**config.mk**
```make
export PLATFORM = sky130hd
export DESIGN_NAME = muller_c_seq
export DESIGN_NICKNAME = d
export VERILOG_FILES = /design/src/rtl/muller_c_seq.sv
export SDC_FILE = /design/constraint.sdc
export NUM_CORES = 1
export LEC_CHECK = 0
export BUFFER_PORTS_ARGS = -buffer_cell sky130_fd_sc_hd__clkbuf_2
export CORE_ASPECT_RATIO = 0.75
export CORE_MARGIN = 10
export CORE_UTILIZATION = 47
export DETAILED_ROUTE_END_ITERATION = 6
export HOLD_SLACK_MARGIN = 0.06
export PLACE_DENSITY_LB_ADDON = 0.12
export SLEW_MARGIN = 0
export SYNTH_ARGS = -nofsm -noshare
export SYNTH_HDL_FRONTEND = slang
export SYNTH_SLANG_ARGS = --single-unit
```
**constraint.sdc**
```tcl
create_clock -name clk -period 1.5 [get_ports clk]
set_input_delay 0.225 -clock clk [delete_from_list [all_inputs] [get_ports clk]]
set_output_delay 0.225 -clock clk [all_outputs]
set_load 0.01 [all_outputs]
```
**src/rtl/muller_c_seq.sv**
```systemverilog
// rtl/muller_c_seq.sv - four-phase sequencer sharing one Muller C-element; optional watchdog via MULLER_C_TIMEOUT_EN
module muller_c_seq #(
  parameter int N_REQ          = 4,
  parameter int SKEW           = 4,
  parameter int SYNC_STAGES    = 2,
  parameter int TIMEOUT_CYCLES = 64
) (
  input  logic             clk,
  input  logic             rst_n,
  input  logic [N_REQ-1:0] req,
  output logic [N_REQ-1:0] gnt,
  output logic [N_REQ-1:0] done,
  output logic             err,
  output logic             busy,
  output logic             c_a,
  output logic             c_b,
  input  logic             c_in
);

  localparam int IW = $clog2(N_REQ);
  localparam int SW = $clog2(SKEW + 1);
  localparam logic [SW-1:0]    SKEW_LAST = SW'(SKEW - 1);
  localparam logic [N_REQ-1:0] ONE_HOT0  = {{(N_REQ-1){1'b0}}, 1'b1};

  typedef enum logic [2:0] {
    S_IDLE,
    S_ARB,
    S_RISE_A,
    S_WAIT_HI,
    S_FALL_A,
    S_WAIT_LO,
    S_DONE
  } state_t;

  state_t                 state;
  logic [SYNC_STAGES-1:0] sync;
  logic                   c_s;
  logic [IW-1:0]          rr_ptr;
  logic [IW-1:0]          gidx;
  logic [IW-1:0]          pick_idx;
  logic [IW-1:0]          next_ptr;
  logic                   pick_valid;
  logic [SW-1:0]          skew_cnt;
  logic                   hold_err;

  if (SKEW < SYNC_STAGES + 1 || N_REQ < 2 || TIMEOUT_CYCLES < 1) begin : g_cfg_check
    $error("muller_c_seq: illegal parameter combination");
  end

`ifdef MULLER_C_TIMEOUT_EN
  localparam int TW = $clog2(TIMEOUT_CYCLES + 1);
  localparam logic [TW-1:0] TO_LAST = TW'(TIMEOUT_CYCLES - 1);
  logic [TW-1:0] to_cnt;
  logic          timeout;
  assign timeout = (to_cnt == TO_LAST);
`endif

  // modular increment of a requester index (wraps at N_REQ, not at 2**IW)
  function automatic logic [IW-1:0] wrap_add(input logic [IW-1:0] base, input int offs);
    int s;
    s = int'(base) + offs;
    if (s >= N_REQ) s = s - N_REQ;
    return IW'(s);
  endfunction

  assign c_s      = sync[SYNC_STAGES-1];
  assign busy     = (state != S_IDLE);
  assign next_ptr = wrap_add(gidx, 1);

  // round-robin pick: scan downwards so the smallest offset from rr_ptr wins
  always_comb begin
    pick_valid = 1'b0;
    pick_idx   = rr_ptr;
    for (int i = N_REQ - 1; i >= 0; i--) begin
      if (req[wrap_add(rr_ptr, i)]) begin
        pick_valid = 1'b1;
        pick_idx   = wrap_add(rr_ptr, i);
      end
    end
  end

  // synchroniser for the asynchronous C-element output
  always_ff @(posedge clk or negedge rst_n) begin
    if (!rst_n) sync <= '0;
    else        sync <= {sync[SYNC_STAGES-2:0], c_in};
  end

  // handshake sequencer: arbitration, skewed a/b edges, hold checks, completion
  always_ff @(posedge clk or negedge rst_n) begin
    if (!rst_n) begin
      state    <= S_IDLE;
      gnt      <= '0;
      done     <= '0;
      err      <= 1'b0;
      c_a      <= 1'b0;
      c_b      <= 1'b0;
      rr_ptr   <= '0;
      gidx     <= '0;
      skew_cnt <= '0;
      hold_err <= 1'b0;
`ifdef MULLER_C_TIMEOUT_EN
      to_cnt   <= '0;
`endif
    end else begin
      done <= '0;
      err  <= 1'b0;
`ifdef MULLER_C_TIMEOUT_EN
      to_cnt <= (state == S_WAIT_HI || state == S_WAIT_LO) ? to_cnt + TW'(1) : '0;
`endif
      case (state)
        S_IDLE: begin
          if (|req) state <= S_ARB;
        end
        S_ARB: begin
          if (pick_valid) begin
            gidx     <= pick_idx;
            gnt      <= ONE_HOT0 << pick_idx;
            c_a      <= 1'b1;
            skew_cnt <= '0;
            hold_err <= 1'b0;
            state    <= S_RISE_A;
          end else begin
            state <= S_IDLE;
          end
        end
        S_RISE_A: begin
          if (skew_cnt == SKEW_LAST) begin
            skew_cnt <= '0;
            // c must not rise while only a is high
            if (c_s) begin
              err      <= 1'b1;
              c_a      <= 1'b0;
              c_b      <= 1'b0;
              hold_err <= 1'b1;
              state    <= S_WAIT_LO;
            end else begin
              c_b   <= 1'b1;
              state <= S_WAIT_HI;
            end
          end else begin
            skew_cnt <= skew_cnt + SW'(1);
          end
        end
        S_WAIT_HI: begin
`ifdef MULLER_C_TIMEOUT_EN
          if (timeout) begin
            err    <= 1'b1;
            c_a    <= 1'b0;
            c_b    <= 1'b0;
            gnt    <= '0;
            rr_ptr <= next_ptr;
            state  <= S_IDLE;
          end else
`endif
          if (c_s) begin
            c_a      <= 1'b0;
            skew_cnt <= '0;
            state    <= S_FALL_A;
          end
        end
        S_FALL_A: begin
          if (skew_cnt == SKEW_LAST) begin
            skew_cnt <= '0;
            // c must not fall while only a is low
            if (!c_s) begin
              err      <= 1'b1;
              c_b      <= 1'b0;
              hold_err <= 1'b1;
              state    <= S_WAIT_LO;
            end else begin
              c_b   <= 1'b0;
              state <= S_WAIT_LO;
            end
          end else begin
            skew_cnt <= skew_cnt + SW'(1);
          end
        end
        S_WAIT_LO: begin
`ifdef MULLER_C_TIMEOUT_EN
          if (timeout) begin
            err    <= 1'b1;
            c_a    <= 1'b0;
            c_b    <= 1'b0;
            gnt    <= '0;
            rr_ptr <= next_ptr;
            state  <= S_IDLE;
          end else
`endif
          if (!c_s) begin
            if (hold_err) begin
              gnt    <= '0;
              rr_ptr <= next_ptr;
              state  <= S_IDLE;
            end else begin
              done  <= gnt;
              state <= S_DONE;
            end
          end
        end
        S_DONE: begin
          gnt    <= '0;
          rr_ptr <= next_ptr;
          state  <= S_IDLE;
        end
        default: state <= S_IDLE;
      endcase
    end
  end

endmodule

```
Word-level counts from Yosys, hierarchy flattened
Cells that the tools add are included.

Add/sub/neg operators: 10. Multiply operators: 0. Div/mod/pow operators: 0. $lt $le $gt $ge: 9. Eq/ne operators: 16. Shifts and indexed selects: 1. Muxes and demuxes: 61. Bitwise gates (word level): 0. Reductions and logical operators: 18.

Operator list (number): $mux W3 (10); $mux W2 (12); $mux W1 (22); $mux W4 (5); $ne A2 B2 Y1 const B (9); $pmux W3 S6 (1); $reduce_and A3 Y1 (5); $reduce_bool A3 Y1 (5); $ge A3 B3 Y1 const B (4); $lt A2 B3 Y1 const B (4); $pmux W4 S3 (1); $sub A2 B1 Y2 const B (5); $eq A3 B2 Y1 const B (3); $eq A3 B3 Y1 const B (3); $pmux W3 S3 (1); $bmux W1 S2 (4); $add A2 B1 Y3 const B (2); $add A2 B2 Y3 const B (2); $pmux W1 S3 (2); $reduce_and A6 Y1 (1); $reduce_and A5 Y1 (1); $pmux W1 S2 (2); $pmux W2 S2 (1); $reduce_bool A2 Y1 (2); other kinds (8) (8).

Bits in registers: 24. Bits in latches: 0. Bits in writable memories: 0. ROM bits: 0. Input bits: 7. Output and inout bits: 12. Logic and storage cells: 126. Memories: 0.

Depth between registers and ports, before layout
Depth in word-level cells: 12. Depth in mapped cells: 5.

Worst setup path after synthesis
OpenSTA, ideal clock, no wires.

Path type: register -> register. From: reg state[1]. To: reg gnt[2]. Setup time: 0.120 ns. Arrival time: 1.363 ns. Data required time: 1.380 ns. Slack: 0.017 ns. Cell stages (with the launch flop): 6. Cell sequence: dfrtp_1 nand2b_4 or3_1 buf_6 and3_1 a31o_1.

Cells in the longest elaborated chain, start to end: 3. Elaborated cells between the ends (all ways): 8. Those cells by class: eq/ne: 5; mux: 1; reduce/logical: 2.

Ends and longest elaborated chain: from (decl) (line 35) `state_t state;`; from (signal assigned) (line 91) `state <= S_IDLE;`; from (signal assigned) (line 112) `if (|req) state <= S_ARB;`; from (signal assigned) (line 121) `state <= S_RISE_A;`; $eq A3 B3 Y1 / $eq A3 B1 Y1 (equally long branches) (line 110) `case (state)`; $ne A2 B2 Y1 (no line) / $reduce_bool A3 Y1 (equally long branches); $reduce_and A3 Y1 (no line); to (signal assigned) (line 117) `gnt <= ONE_HOT0 << pick_idx;`; to (decl) (line 11) `output logic [N_REQ-1:0] gnt,`.

Parallel ways exist; a longest one is shown, timed or not. A chain may end at the register's enable or synchronous reset.

Worst setup path in the final report
From: reg state[1]. To: reg gnt[0].

Same word-level chain as after synthesis.

==> results.toml <==
[outcome]
status = "finished with violations"
violations = "negative setup slack"

[floorplanning]
fp-row-count = 15
chipHeight_um = 63.8
ios = 19
die_x_um = 78.4
start_util_pct = 50.8
fp.coreArea_um2 = 2360
die_area_um2 = 5000

[cells_and_area]
diodes = 0
drive_gt1_share_pct = 48.8
syn2layout_area_growth_pct = 43.0
final_cell_mix = "23 x dfrtp_1, 18 x clkbuf_2, 14 x buf_4"
design_area_um2 = 1720
finalNonFillerCells = 196
final_common_cell = "dfrtp_1"
fillers = 170
finalNetCount = 172

[detailed_routing]
drtAntennaViolNets = 0
highest_layer = "met4"
drt_iter0_drc = 88
drt-total-wl_um = 3150
dr_wl_met2_um = 1520
wl_per_cell_um = 16.1
wl_met1_um = 1370
drc_errors = 0
route.met3.wl_um = 181
vias = 1099
vias_per_cell = 5.61
firstDrtPassIters = 4

[worst_setup_path]
cp-end-kind = "register"
cp-start-kind = "register"
path_cells = "buf_6 > buf_6 > nor4bb_4 > o21ai_2 > and3_1 > a31o_1"
slowest_delay_ns = 0.44
cpMaxStageDelayCell = "dfrtp_1"
crit_top_cell = "buf_6"
crit_type = "register to register"
crit_fanout = 4
cp.required_ns = 1.73
cp.arrival_ns = 1.85

[timing]
worst-slew-pin-transition_ns = 0.721
period_needed_ns = 1.62
finalSetupTns_ns = -0.569
fmax_mhz = 617
timing.final.crit_share_pct = 108
setup_viol_count_final = 9
hold_violations = 0
worst_slack_ns = -0.120
finClkSkew_ns = 0.0210
rsz0062_at_grt = "true"
relSlewSlack_pct = 51.7
slew_violations = 0

[power_and_ir_drop]
p_per_area_nw_per_um2 = 1960
totalPowerFinal_mw = 3.38
vdd_drop_max_v = 0.000981
p_leak_nw = 0.809

[clock_tree]
cts_buffers = 3
cts_sinks = 24
ctsHtreeMaxLevel = 1
root_buffer = "clkbuf_4"
clockBufferDepth = 2
worstSkewPairLatency_ns = 0.32
clk_pin_slew_ns = 0.14
tritoncts = "yes"

[yosys]
yosysUniqueCellTypes = 38
synth_top_cell_by_area = "dfrtp_1"
yosysSeqAreaShare_pct = 50.0
synth_nets = 130
ys_seq_elements = 24
yosys_warnings = 0
netlist_area_um2 = 1200
synth.top_cell.area_share_pct = 50.0
netlist_instances = 121
synth_area_per_cell_um2 = 9.93
synth_top_cells_by_area = "dfrtp_1 50%, o21ai_0 5.8%, nand2_1 3.4%, nor3_1 2.5%, a21oi_1 2.1%"

[run]
maxCapViolCount = 0

[worst_hold_path]
hp-class = "register to register"

[global_routing]
antenna_found_initial = 0
grt_pass1_wl_um = 4720
grtUsageTotal_pct = 11.4
gr-total-overflow = 0
grt_max_degree = 25
grt_pass1_vias = 1029

[placement]
dp_hpwl_um = 2130
routabilityCongestion = 0.850
io_buffers = 18
placed_area_um2 = 1430
placed_cells = 184
==> metal layers <==
layer | vias up | GRT usage, %
met5 | - | 0
met4 | 0 | 4.02
met3 | 10 | 4.89
met2 | 30 | 17.7
met1 | 549 | 13.8
li1 | 510 | -
==> state kept, by name (all words and copies together) (netlist names) <==
name	flops
gnt	4
c_b	1
hold_err	1
sync	2
c_a	1
err	1
skew_cnt	3
gidx	2
state	3
done	4
rr_ptr	2
==> synth_stat cells <==
cell / count
dfrtp_1: 24
o21ai_0: 14
nand2_1: 11
nor2_1: 6
nor3_1: 6
a21oi_1: 5
and2_1: 4
nor2b_1: 4
and3_1: 3
clkbuf_1: 3
nand2b_1: 3
a31o_1: 2
and2b_2: 2
ha_1: 2
inv_1: 2
mux2_2: 2
nand3_1: 2
o211ai_1: 2
o21ai_1: 2
o31ai_1: 2
or3_1: 2
xnor2_1: 2
a211o_1: 1
a21o_1: 1
a22o_1: 1
a31oi_1: 1
and2_4: 1
and3b_1: 1
buf_2: 1
buf_6: 1
nand2b_4: 1
nor2b_2: 1
nor3b_1: 1
nor3b_2: 1
nor4_1: 1
nor4bb_1: 1
o21a_1: 1
or4_4: 1
==> path summary, 6_finish.rpt <==
| kind | from | endpoint | slack (ns) | cells past startpoint |
|---|---|---|---|---|
| max | state[1] | gnt[0] | -0.12 | 6 |
| min | sync[0] | sync[1] | 0.36 | 0 |
| max reg2reg | state[1] | gnt[0] | -0.12 | 6 |
| min reg2reg | sync[0] | sync[1] | 0.36 | 0 |
| max in group asynchronous | rst_n | rr_ptr[0] | 0.65 | 2 |
| min in group asynchronous | rst_n | c_b | 0.41 | 2 |
==> worst max-delay path: cells and delay by family, from the launching register on <==
family	cells	cell delay [ns]
AND/OR/NAND/NOR	2	0.49
flip-flops	1	0.44
AO/OA/AOI/OAI	2	0.35
buffers and inverters	2	0.24
==> where the power goes <==
group          total, mW  switching [mW]  internal, mW
combinational       2.01           0.985          1.02
clock              0.339           0.190         0.149
sequential          1.03           0.185         0.847
total               3.38            1.36          2.02
==> cell families after synthesis <==
kind of cell / after synthesis / synth area share [%]
DFF: 24 / 50.0
and+or+nand+nor: 52 / 25.7
adders and majority gates: 2 / 2.08
buffers and inverters: 7 / 2.92
xor gates and xnor gates: 2 / 1.46
AOI/OAI and AO/OA: 32 / 15.9
muxes: 2 / 1.87
==> area by class of cell <==
type | count | area (µm²) | share of cell area (%)
Tap cell | 34 | 42.5 | 2.48
Sequential cell | 24 | 602 | 35.0
Multi-Input combinational cell | 90 | 724 | 42.2
Timing Repair Buffer | 42 | 305 | 17.8
Inverter | 2 | 7.51 | 0.437
Clock buffer | 4 | 36.3 | 2.11
==> metrics by stage <==
step	hold slack [ns]	utilization, %	setup slack, ns
global route	0.371	72.6	-0.183
finish	0.361	72.6	-0.120
CTS	0.345	66.2	-0.0898
global placement	0.249	60.3	0.0416
floorplan	-0.0706	-	0.0170
detailed placement	0.251	60.3	0.0156
==> timing repair <==
action | 4_1_cts | 5_1_grt
gates resized for setup | 14 | 35
endpoints found under the setup margin | 1 | 15
pin swaps | 3 | 9
setup buffers | 6 | 0
hold buffers | 2 | 0
hold endpoints to repair | 25 | 0
Power figures use the tool's default switching activity.
